File: config.mk
export PLATFORM = sky130hd
export DESIGN_NAME = alarm_ctrl
export DESIGN_NICKNAME = d
export VERILOG_FILES = /design/src/rtl/alarm_ctrl.sv
export SDC_FILE = /design/constraint.sdc
export NUM_CORES = 1
export LEC_CHECK = 0
export CORE_UTILIZATION = 40
export CTS_BUF_LIST = sky130_fd_sc_hd__clkbuf_4
export CTS_CLUSTER_SIZE = 8
export DETAILED_ROUTE_END_ITERATION = 10
export GPL_TIMING_DRIVEN = 0
export PLACE_DENSITY = 0.66
export SYNTH_ARGS = -nofsm -noshare
export SYNTH_HDL_FRONTEND = slang
export SYNTH_SLANG_ARGS = --single-unit
export TNS_END_PERCENT = 1
File: constraint.sdc
create_clock -name clk -period 4.15 [get_ports clk]
set_clock_uncertainty 0.1 [all_clocks]
set_input_delay 0.83 -clock clk [delete_from_list [all_inputs] [get_ports clk]]
set_output_delay 0.83 -clock clk [all_outputs]
set_load 0.02 [all_outputs]
File: src/rtl/alarm_ctrl.sv
// Alarm controller: rings on a rising match of time and alarm, supports stop/snooze, flags unattended timeouts.
// Latency: every output is registered, so a state change is visible one clk after the event that causes it.
// Backpressure: none; all inputs are level or one-clk pulse strobes that are sampled on every clk.
//
// Ports:
//   clk, rst_n           system clock, asynchronous active-low reset
//   tick_1hz             one-clk pulse per second
//   time_hm, alarm_hm    {hour[15:8], minute[7:0]}, binary, 24-hour
//   alarm_en, adjust     armed switch level; adjust-stage active level
//   btn_stop, btn_snooze debounced one-clk button pulses
//   buzzer               sounder drive (beeps at 1 s on / 1 s off while ringing)
//   state                00 IDLE, 01 RINGING, 10 SNOOZE
//   missed               an alarm rang out unattended
//   snoozes_used         snoozes taken in the current alarm event
module alarm_ctrl #(
    parameter int SNOOZE_MIN     = 5,
    parameter int RING_TIMEOUT_S = 60,
    parameter int MAX_SNOOZE     = 3
) (
    input  logic        clk,
    input  logic        rst_n,
    input  logic        tick_1hz,
    input  logic [15:0] time_hm,
    input  logic [15:0] alarm_hm,
    input  logic        alarm_en,
    input  logic        adjust,
    input  logic        btn_stop,
    input  logic        btn_snooze,
    output logic        buzzer,
    output logic [1:0]  state,
    output logic        missed,
    output logic [2:0]  snoozes_used
);

    typedef enum logic [1:0] {
        IDLE    = 2'b00,
        RINGING = 2'b01,
        SNOOZE  = 2'b10
    } state_t;

    localparam logic [15:0] SNOOZE_LOAD = 16'(SNOOZE_MIN * 60);
    localparam logic [7:0]  RING_LAST   = 8'(RING_TIMEOUT_S - 1);
    localparam logic [2:0]  SNOOZE_MAX  = 3'(MAX_SNOOZE);

    state_t      state_q, state_n;
    logic        match, match_q;
    logic        phase_q, phase_n;
    logic [7:0]  ring_cnt_q, ring_cnt_n;
    logic [15:0] snz_cnt_q, snz_cnt_n;
    logic        missed_n;
    logic [2:0]  snoozes_n;

    assign match = (time_hm == alarm_hm) & alarm_en & ~adjust;
    assign state = state_q;

    always_comb begin
        state_n    = state_q;
        phase_n    = phase_q;
        ring_cnt_n = ring_cnt_q;
        snz_cnt_n  = snz_cnt_q;
        missed_n   = missed;
        snoozes_n  = snoozes_used;

        if (!alarm_en || adjust) begin
            // Disarming or adjusting the clock overrides every other event.
            state_n = IDLE;
            phase_n = 1'b0;
            if (!alarm_en) begin
                missed_n = 1'b0;
            end
        end else begin
            case (state_q)
                IDLE: begin
                    if (btn_stop) begin
                        missed_n = 1'b0;
                    end
                    // Edge-triggered so a stopped alarm stays quiet for the rest of its minute.
                    // A coincident tick is deliberately not counted.
                    if (match && !match_q) begin
                        state_n    = RINGING;
                        ring_cnt_n = 8'd0;
                        snoozes_n  = 3'd0;
                        phase_n    = 1'b1;
                    end
                end
                RINGING: begin
                    if (btn_stop) begin
                        state_n = IDLE;
                        phase_n = 1'b0;
                    end else if (btn_snooze && (snoozes_used < SNOOZE_MAX)) begin
                        state_n   = SNOOZE;
                        snoozes_n = snoozes_used + 3'd1;
                        snz_cnt_n = SNOOZE_LOAD;
                        phase_n   = 1'b0;
                    end else if (tick_1hz) begin
                        if (ring_cnt_q == RING_LAST) begin
                            state_n  = IDLE;
                            missed_n = 1'b1;
                            phase_n  = 1'b0;
                        end else begin
                            ring_cnt_n = ring_cnt_q + 8'd1;
                            phase_n    = ~phase_q;
                        end
                    end
                end
                SNOOZE: begin
                    if (btn_stop) begin
                        state_n = IDLE;
                    end else if (tick_1hz) begin
                        snz_cnt_n = snz_cnt_q - 16'd1;
                        // Counter loaded with N expires on the N-th tick.
                        if (snz_cnt_q == 16'd1) begin
                            state_n    = RINGING;
                            ring_cnt_n = 8'd0;
                            phase_n    = 1'b1;
                        end
                    end
                end
                default: begin
                    state_n = IDLE;
                    phase_n = 1'b0;
                end
            endcase
        end
    end

    always_ff @(posedge clk or negedge rst_n) begin
        if (!rst_n) begin
            state_q      <= IDLE;
            match_q      <= 1'b0;
            phase_q      <= 1'b0;
            ring_cnt_q   <= 8'd0;
            snz_cnt_q    <= 16'd0;
            missed       <= 1'b0;
            snoozes_used <= 3'd0;
            buzzer       <= 1'b0;
        end else begin
            state_q      <= state_n;
            match_q      <= match;
            phase_q      <= phase_n;
            ring_cnt_q   <= ring_cnt_n;
            snz_cnt_q    <= snz_cnt_n;
            missed       <= missed_n;
            snoozes_used <= snoozes_n;
            // Registered from next-state so the buzzer sounds on the first clk of RINGING.
            buzzer       <= (state_n == RINGING) & phase_n;
        end
    end

endmodule
==> flow_summary.toml, run 1 <==
[worst_setup_path]
worstSetupPathType = "input pin to flop"
slowest_delay_ns = 0.70
path_cells = "clkdlybuf4s50_1, nor2b_1, nand2b_1, o32a_1, nor3_1, a41oi_1, a41oi_1"
cp_max_fo = 8
crit_path_top_delay_cell = "nor3_1"
r2r_cells = 7
crit_path_frequent_cell = "a41oi_1"
cp.depth = 7
r2r_slack_ns = 1.64
crit_buf_inv = 1
critPathTopFamily = "simple AND/OR/NAND/NOR gates"
cp_data_arrival_time_ns = 3.17
worst_setup_path_start_kind = "input pin"
endpoint_kind = "flop"
cp_data_required_time_ns = 4.31

[global_route]
grt_pass1_wl_um = 7450
track_usage_pct = 18.2
first_global_vias = 1677
overflow = 0
antenna_found_initial = 0
grt_start_max_net_pins = 34

[placed_design]
port_buffers = 45
pre_cts_ws_ns = 0.840
place_inst = 327
place_area_um2 = 2500
gp_congestion = 0.734
dp_hpwl_um = 3140

[yosys]
synth-seq-cells = 33
synth_compound_area_share_pct = 14.4
synth.distinct_cells = 43
synth_top_family_by_area = "simple AND/OR/NAND/NOR gates"
syn-num-nets = 258
syn-instance-count = 215
synth.area.mux_share_pct = 0.509
ys_seq_area_share_pct = 42.0
async_flop_share_pct = 100
post-synth-top-area-fraction_pct = 42.0
synth_warnings = 0
synth_xor_area_share_pct = 12.9
syn_avg_cell_area_um2 = 9.15
syn_area_um2 = 1970
yosys-top-cells-area = "dfrtp_1 (42%), xor2_1 (8.9%), nor2_1 (4.4%)"
synth_largest_area_cell = "dfrtp_1"
yosys_most_used_dff = "dfrtp_1"
synth_edf_count = 0
synthSimpleGateAreaFrac_pct = 24.8
synth_fa_ha_area_share_pct = 2.54

[detailed_routing]
first_pass_iters = 4
avgRoutedWirePerCell_um = 12.6
postRouteAntennaNets = 0
route.detailed.drc = 0
vias = 1697
avgViaCountPerCell = 5.07
drtIter0Drc = 64
drt_wl_total_um = 4210

[final_layout]
synthToLayoutAreaGrowth_pct = 30.9
nFillCells = 457
antenna_cells = 0
layout_commonest_cell = "clkdlybuf4s50_1"
final_nets = 310
final_area_um2 = 2570
fin_cells = 335
layout_common_cells = "clkdlybuf4s50_1 (44), dfrtp_1 (33), nor2_1 (23), xor2_1 (20)"
drive_above_1_share_pct = 6.72

[sta]
drv_slew = 0
period_share_pct = 72.6
tns_ns = 0
slew_headroom_pct = 39.0
finalWorstSetupSlack_ns = 1.14
fin_hold_ws_ns = 0.410
tightestPinTransition_ns = 0.908
setup_violations = 0
min_period_ns = 3.01
hold_violations = 0
rsz0062_at_grt = "no"
fmax_mhz = 332

[clocking]
hold_buffers = 0
clkTransAtPathRegs_ns = 0.11
cts_tree = "built"
insertion_delay_ns = 0.34
numCtsBuffers = 5
post_cts_buffers = 0
cts_resized = 0
cts_htree_levels = 2
cts.sinks = 33
cts_root_buf = "clkbuf_4"
clockBufferDepth = 2

[floorplanning]
core.rowCount = 25
boundaryPins = 46
dieArea_um2 = 5200
die_height_um = 72.1
start_util_pct = 41.6
die_width_um = 72.1
core_area_um2 = 4720

[pwr]
p_leak_uw = 0.00110
powerDensity_nw_per_um2 = 255
ir_drop_mv = 0.130

[outcome]
status = "completed"

[hold_path]
whs_path_depth = 1
min_path_type = "flop to flop"

[run]
drv_cap = 0
==> registers in the layout, summed over array words and instances (netlist names) <==
signal        flops
buzzer            1
snz_cnt_q        16
snoozes_used      3
ring_cnt_q        8
missed            1
state             2
phase_q           1
match_q           1
==> metal layers <==
layer  GRT usage [%]  routed length, µm  up-vias
met5               0                  0        -
met4            6.75                 63        0
met3            3.75                119        6
met2            28.3               2000       28
met1            25.1               2020      795
li1                -                  -      868
==> cells in the mapped netlist, types with 3 or more instances <==
cell and count:
nand3_1 10, and3_1 4, nor2_1 23, nand2_1 16, ha_1 4, xor2_1 20
a21oi_1 16, o21ai_0 12, inv_1 7, dfrtp_1 33, clkbuf_1 3, xnor2_1 9
nor4_1 8, nor3_1 5, nand2b_1 4, nor2b_1 5
==> layout make-up <==
| class | count | area (µm²) | area share, % |
|---|---|---|---|
| timing repair buffer | 45 | 445 | 17.3 |
| inverter | 7 | 26.3 | 1.02 |
| multi-input combinational | 170 | 1080 | 42.1 |
| clock inverter | 3 | 41.3 | 1.60 |
| tap | 67 | 83.8 | 3.26 |
| buffer | 5 | 30.0 | 1.17 |
| clock buffer | 5 | 37.5 | 1.46 |
| sequential | 33 | 826 | 32.1 |
==> worst register-to-register path, cell delays in order (launching register included) <==
cell and delay [ns]:
dfrtp_1 0.42, ha_1 0.25, nand4_1 0.10, nor4_1 0.08, o32a_1 0.37, nor3_1 0.70
a41oi_1 0.21, a41oi_1 0.21
==> metrics by stage <==
stage / utilization (%) / total power (µW)
3_5_place_dp: 52.8 / 421
2_1_floorplan: - / 368
5_1_grt: 54.5 / 693
3_3_place_gp: 53.0 / 421
6_report: 54.5 / 657
4_1_cts: 54.5 / 669
==> cells by family (layout without fill, tap and decap cells) <==
family,Yosys count,after routing
buf+inv,12,65
flops,33,33
xor+xnor,29,29
mux,1,1
compound gates,45,45
simple gates,91,91
fa+ha+maj,4,4
==> worst paths after layout <==
| path | startpoint | endpoint |
|---|---|---|
| worst max register to register | ring_cnt_q[0] | ring_cnt_q[7] |
| worst min-delay path | ring_cnt_q[0] | ring_cnt_q[0] |
| worst max-delay path | tick_1hz | ring_cnt_q[7] |
| worst min register to register | ring_cnt_q[0] | ring_cnt_q[0] |
| min in group asynchronous | rst_n | snz_cnt_q[10] |
| max in group asynchronous | rst_n | missed |
==> power breakdown <==
group	total, µW	internal, µW	leakage (µW)	switching (µW)
Clock	244	125	0.0000389	119
Sequential	331	326	0.000447	5.05
Combinational	82.3	48.3	0.000619	34.0
(Power assumes the default switching activity.)
==> run 2, diff against run 1 <==
Clock period 4.15 ns to 2.8 ns, I/O delays scaled along.
==> flow_summary.toml, run 2 (same netlist as run 1, synthesis figures left out) <==
[floorplanning]
die_width_um = 72.1
die_height_um = 72.1
core.rowCount = 25
dieArea_um2 = 5200
boundaryPins = 46
start_util_pct = 41.6
core_area_um2 = 4720

[detailed_routing]
top_layer_used = "met4"
route.detailed.drc = 0
drt-met1-wl_um = 2040
postRouteAntennaNets = 0
met3WireLength_um = 127
drt_wl_total_um = 4240
drtIter0Drc = 54
first_pass_iters = 4
avgViaCountPerCell = 5.09
avgRoutedWirePerCell_um = 12.6
wl_met2_um = 2010
vias = 1704

[worst_setup_path]
worstSetupPathType = "input pin to flop"
cp_data_required_time_ns = 2.92
path_cells = "clkdlybuf4s50_1, nand2b_1, nor4_1, nand3_1, or4_1, clkbuf_1, nand2_2, a41oi_1"
critPathTopFamily = "simple AND/OR/NAND/NOR gates"
worst_setup_path_start_kind = "input pin"
cp_data_arrival_time_ns = 2.68
crit_buf_inv = 2
crit_path_top_delay_cell = "clkdlybuf4s50_1"
endpoint_kind = "flop"
r2r_slack_ns = 0.35
cp_max_fo = 7
slowest_delay_ns = 0.45

[final_layout]
reg_top3 = "snz_cnt_q x16, ring_cnt_q x8, snoozes_used x3"
final_nets = 310
drive_above_1_share_pct = 7.46
fin_cells = 335
layout_commonest_cell = "clkdlybuf4s50_1"
nFillCells = 458
antenna_cells = 0
largest_reg_flops = 16
layout_common_cells = "clkdlybuf4s50_1 (44), dfrtp_1 (33), nor2_1 (23), xor2_1 (20), a21oi_1 (16)"
top_register = "snz_cnt_q"
synthToLayoutAreaGrowth_pct = 31.3

[clocking]
cts.sinks = 33
hold_buffers = 0
cts_tree = "built"
insertion_delay_ns = 0.34
cts_root_buf = "clkbuf_4"
cts_htree_levels = 2
clkTransAtPathRegs_ns = 0.11
clockBufferDepth = 2
numCtsBuffers = 5

[global_route]
overflow = 0
track_usage_pct = 18.2
grt_pass1_wl_um = 7450
antenna_found_initial = 0
grt_start_max_net_pins = 34
first_global_vias = 1677

[outcome]
status = "completed"

[sta]
rsz0062_at_grt = "no"
min_period_ns = 2.57
tns_ns = 0
fin_hold_ws_ns = 0.168
setup_violations = 0
tightestPinTransition_ns = 0.734
drv_slew = 0
fmax_mhz = 390
slew_headroom_pct = 51.1
hold_violations = 0
period_share_pct = 91.6

[hold_path]
min_path_type = "input pin to asynchronous set/reset pin"

[pwr]
p_leak_uw = 0.00110
ir_drop_mv = 0.193
powerDensity_nw_per_um2 = 378

[placed_design]
place_inst = 327
dp_hpwl_um = 3140
gp_congestion = 0.734
port_buffers = 45

[run]
drv_cap = 0
==> run 2: cell count changes in the layout (fill, tap and decap cells not counted) <==
cell     change
nor3_1       -1
nor3_2       +1
nand2_2      +1
nand2_1      -1
==> run 2: through the flow <==
stage | setup slack [ns] | instance area (µm²) | util [%] | total power [µW]
4_1_cts | 0.114 | 2570 | 54.5 | 992
3_3_place_gp | -0.284 | 2500 | 53.0 | 624
5_1_grt | 0.0582 | 2580 | 54.7 | 1030
6_report | 0.234 | 2580 | 54.7 | 977
2_1_floorplan | 0.458 | 1970 | - | 546
3_5_place_dp | -0.240 | 2500 | 52.8 | 624
==> run 2: worst register-to-register path: cells and delay by family, from the launching register on <==
family / cells / cell delay, ns
compound gates: 3 / 1.14
flops: 1 / 0.49
simple gates: 2 / 0.53
buf+inv: 1 / 0.13
==> run 2: worst paths after layout <==
check / cells after the start / end / startpoint
min in group clk: 1 / ring_cnt_q[0] / ring_cnt_q[0]
worst min-delay path: 1 / snz_cnt_q[10] / rst_n
worst min register to register: 1 / ring_cnt_q[0] / ring_cnt_q[0]
worst max-delay path: 8 / ring_cnt_q[7] / adjust
max in group asynchronous: 1 / missed / rst_n
worst max register to register: 6 / snz_cnt_q[12] / state[1]
==> run 2: timing repair <==
item,in CTS,in global routing
gates resized for setup,0,2
setup buffers,0,0
endpoints found under the hold margin,0,0
endpoints found under the setup margin,0,8
==> run 2: where the power goes <==
group          switching, µW  leakage [µW]  total, µW  internal, µW
combinational           50.8      0.000619        122          71.7
sequential              7.48      0.000447        490           483
clock                    179     0.0000389        364           185
==> run 2: area by class of cell <==
class / count / area [µm²] / area share [%]
clock inverter: 3 / 41.3 / 1.60
buffer: 5 / 30.0 / 1.16
sequential: 33 / 826 / 32.0
inverter: 7 / 26.3 / 1.02
tap: 67 / 83.8 / 3.25
timing repair buffer: 45 / 445 / 17.2
multi-input combinational: 170 / 1090 / 42.3
clock buffer: 5 / 37.5 / 1.45
==> run 2: layer usage <==
metal | up-vias | track usage [%]
met3 | 6 | 3.75
met1 | 798 | 25.1
met2 | 31 | 28.3
met4 | 0 | 6.75
met5 | - | 0
li1 | 869 | -
==> run 3, diff against run 2 <==
Settings changed: CTS_BUF_LIST sky130_fd_sc_hd__clkbuf_4 to not set.
==> flow_summary.toml, run 3 (same netlist as run 1, synthesis figures left out) <==
[pwr]
total_power_uw = 1090
p_leak_uw = 0.00112
powerDensity_nw_per_um2 = 414
ir_drop_mv = 0.228

[clocking]
cts_htree_levels = 2
insertion_delay_ns = 0.28
numCtsBuffers = 5
post_cts_buffers = 0
cts_root_buf = "clkbuf_8"
clkTransAtPathRegs_ns = 0.07
clockBufferDepth = 2
cts.sinks = 33
cts_tree = "built"

[final_layout]
synthToLayoutAreaGrowth_pct = 33.5
layout_common_cells = "clkdlybuf4s50_1 (44), dfrtp_1 (33), nor2_1 (23), xor2_1 (20), a21oi_1 (16)"
fin_util_pct = 55.6
largest_reg_flops = 16
reg_top3 = "snz_cnt_q x16, ring_cnt_q x8, snoozes_used x3"
top_register = "snz_cnt_q"
antenna_cells = 0
drive_above_1_share_pct = 8.24
fin_cells = 334
layout_commonest_cell = "clkdlybuf4s50_1"
final_nets = 309

[placed_design]
place_inst = 327
port_buffers = 45
gp_congestion = 0.734
dp_hpwl_um = 3140
pre_cts_ws_ns = -0.240

[sta]
fmax_mhz = 384
finalWorstSetupSlack_ns = 0.194
hold_violations = 0
setup_violations = 0
period_share_pct = 93.1
drv_slew = 0
min_period_ns = 2.61
rsz0062_at_grt = "no"
tightestPinTransition_ns = 0.737
tns_ns = 0
slew_headroom_pct = 50.9

[worst_setup_path]
worstSetupPathType = "input pin to flop"
cp_data_arrival_time_ns = 2.66
crit_path_top_delay_cell = "or4_1"
r2r-end = "snz_cnt_q[12]"
worst_setup_path_start_kind = "input pin"
r2r_cells = 6
cp_max_fo = 7
path_cells = "clkdlybuf4s50_1, nand2b_1, nor4_2, nand3_1, or4_1, nand2_2, a41oi_1"
r2r_slack_ns = 0.34
endpoint_kind = "flop"
slowest_delay_ns = 0.59
r2r-start = "state[1]"
cp_data_required_time_ns = 2.85

[detailed_routing]
route.detailed.drc = 0
avgViaCountPerCell = 5.07
postRouteAntennaNets = 0
vias = 1692
avgRoutedWirePerCell_um = 12.8
drtIter0Drc = 65
first_pass_iters = 4
drt_wl_total_um = 4270

[global_route]
grt_pass1_wl_um = 7520
grt_start_max_net_pins = 34
first_global_vias = 1684
antenna_found_initial = 0
track_usage_pct = 18.3
overflow = 0

[outcome]
status = "completed"

[floorplanning]
core.rowCount = 25
core_area_um2 = 4720
boundaryPins = 46
dieArea_um2 = 5200
die_height_um = 72.1
die_width_um = 72.1
start_util_pct = 41.6

[hold_path]
min_path_type = "input pin to asynchronous set/reset pin"

[run]
drv_cap = 0
-- run 3: worst max path at each step --
stage,from,to,slack (ns),depth (start not counted)
2_1_floorplan,state[0],snz_cnt_q[12],0.46,7
6_report,adjust,ring_cnt_q[7],0.19,7
5_1_grt,adjust,ring_cnt_q[7],0.02,7
3_5_place_dp,tick_1hz,ring_cnt_q[7],-0.24,7
3_3_place_gp,tick_1hz,ring_cnt_q[7],-0.28,7
4_1_cts,tick_1hz,ring_cnt_q[7],0.05,7
-- run 3: timing repair --
| item | 4_1_cts | 5_1_grt |
|---|---|---|
| hold buffers | 0 | 0 |
| setup endpoints to repair | 0 | 8 |
| gates resized for setup | 0 | 3 |
-- run 3: power breakdown --
part / switching (µW) / leakage (µW) / internal (µW)
sequential: 7.47 / 0.000447 / 483
combinational: 52.2 / 0.000618 / 71.9
clock: 184 / 0.0000574 / 289
total: 243 / 0.00112 / 844
-- run 3: per-layer routing --
| layer | routed length [µm] | up-vias | global-route usage, % | share of wire [%] |
|---|---|---|---|---|
| met4 | 61 | 0 | 6.75 | 1.4 |
| met2 | 2070 | 26 | 29.0 | 48 |
| met5 | 0 | - | 0 | 0 |
| met1 | 2030 | 796 | 25.0 | 47 |
| li1 | - | 865 | - | - |
| met3 | 111 | 5 | 3.33 | 2.6 |
-- run 3: critical path: cells and delay by family --
family / cells / cell delay [ns]
simple gates: 5 / 1.50
buf+inv: 1 / 0.46
compound gates: 1 / 0.14
-- run 3: stage by stage --
stage | instance area, µm² | hold WS, ns
after floorplan | 1970 | 0.164
after global placement | 2500 | 0.390
after detailed placement | 2500 | 0.398
after CTS | 2620 | 0.271
after global routing | 2630 | 0.297
final | 2630 | 0.236
-- run 3: final cells by class --
class                      count  area (µm²)
inverter                       7        26.3
buffer                         4        26.3
tap                           67        83.8
multi-input combinational    170        1100
sequential                    33         826
clock inverter                 2        37.5
timing repair buffer          45         445
clock buffer                   6        82.6
fill                         463        2100
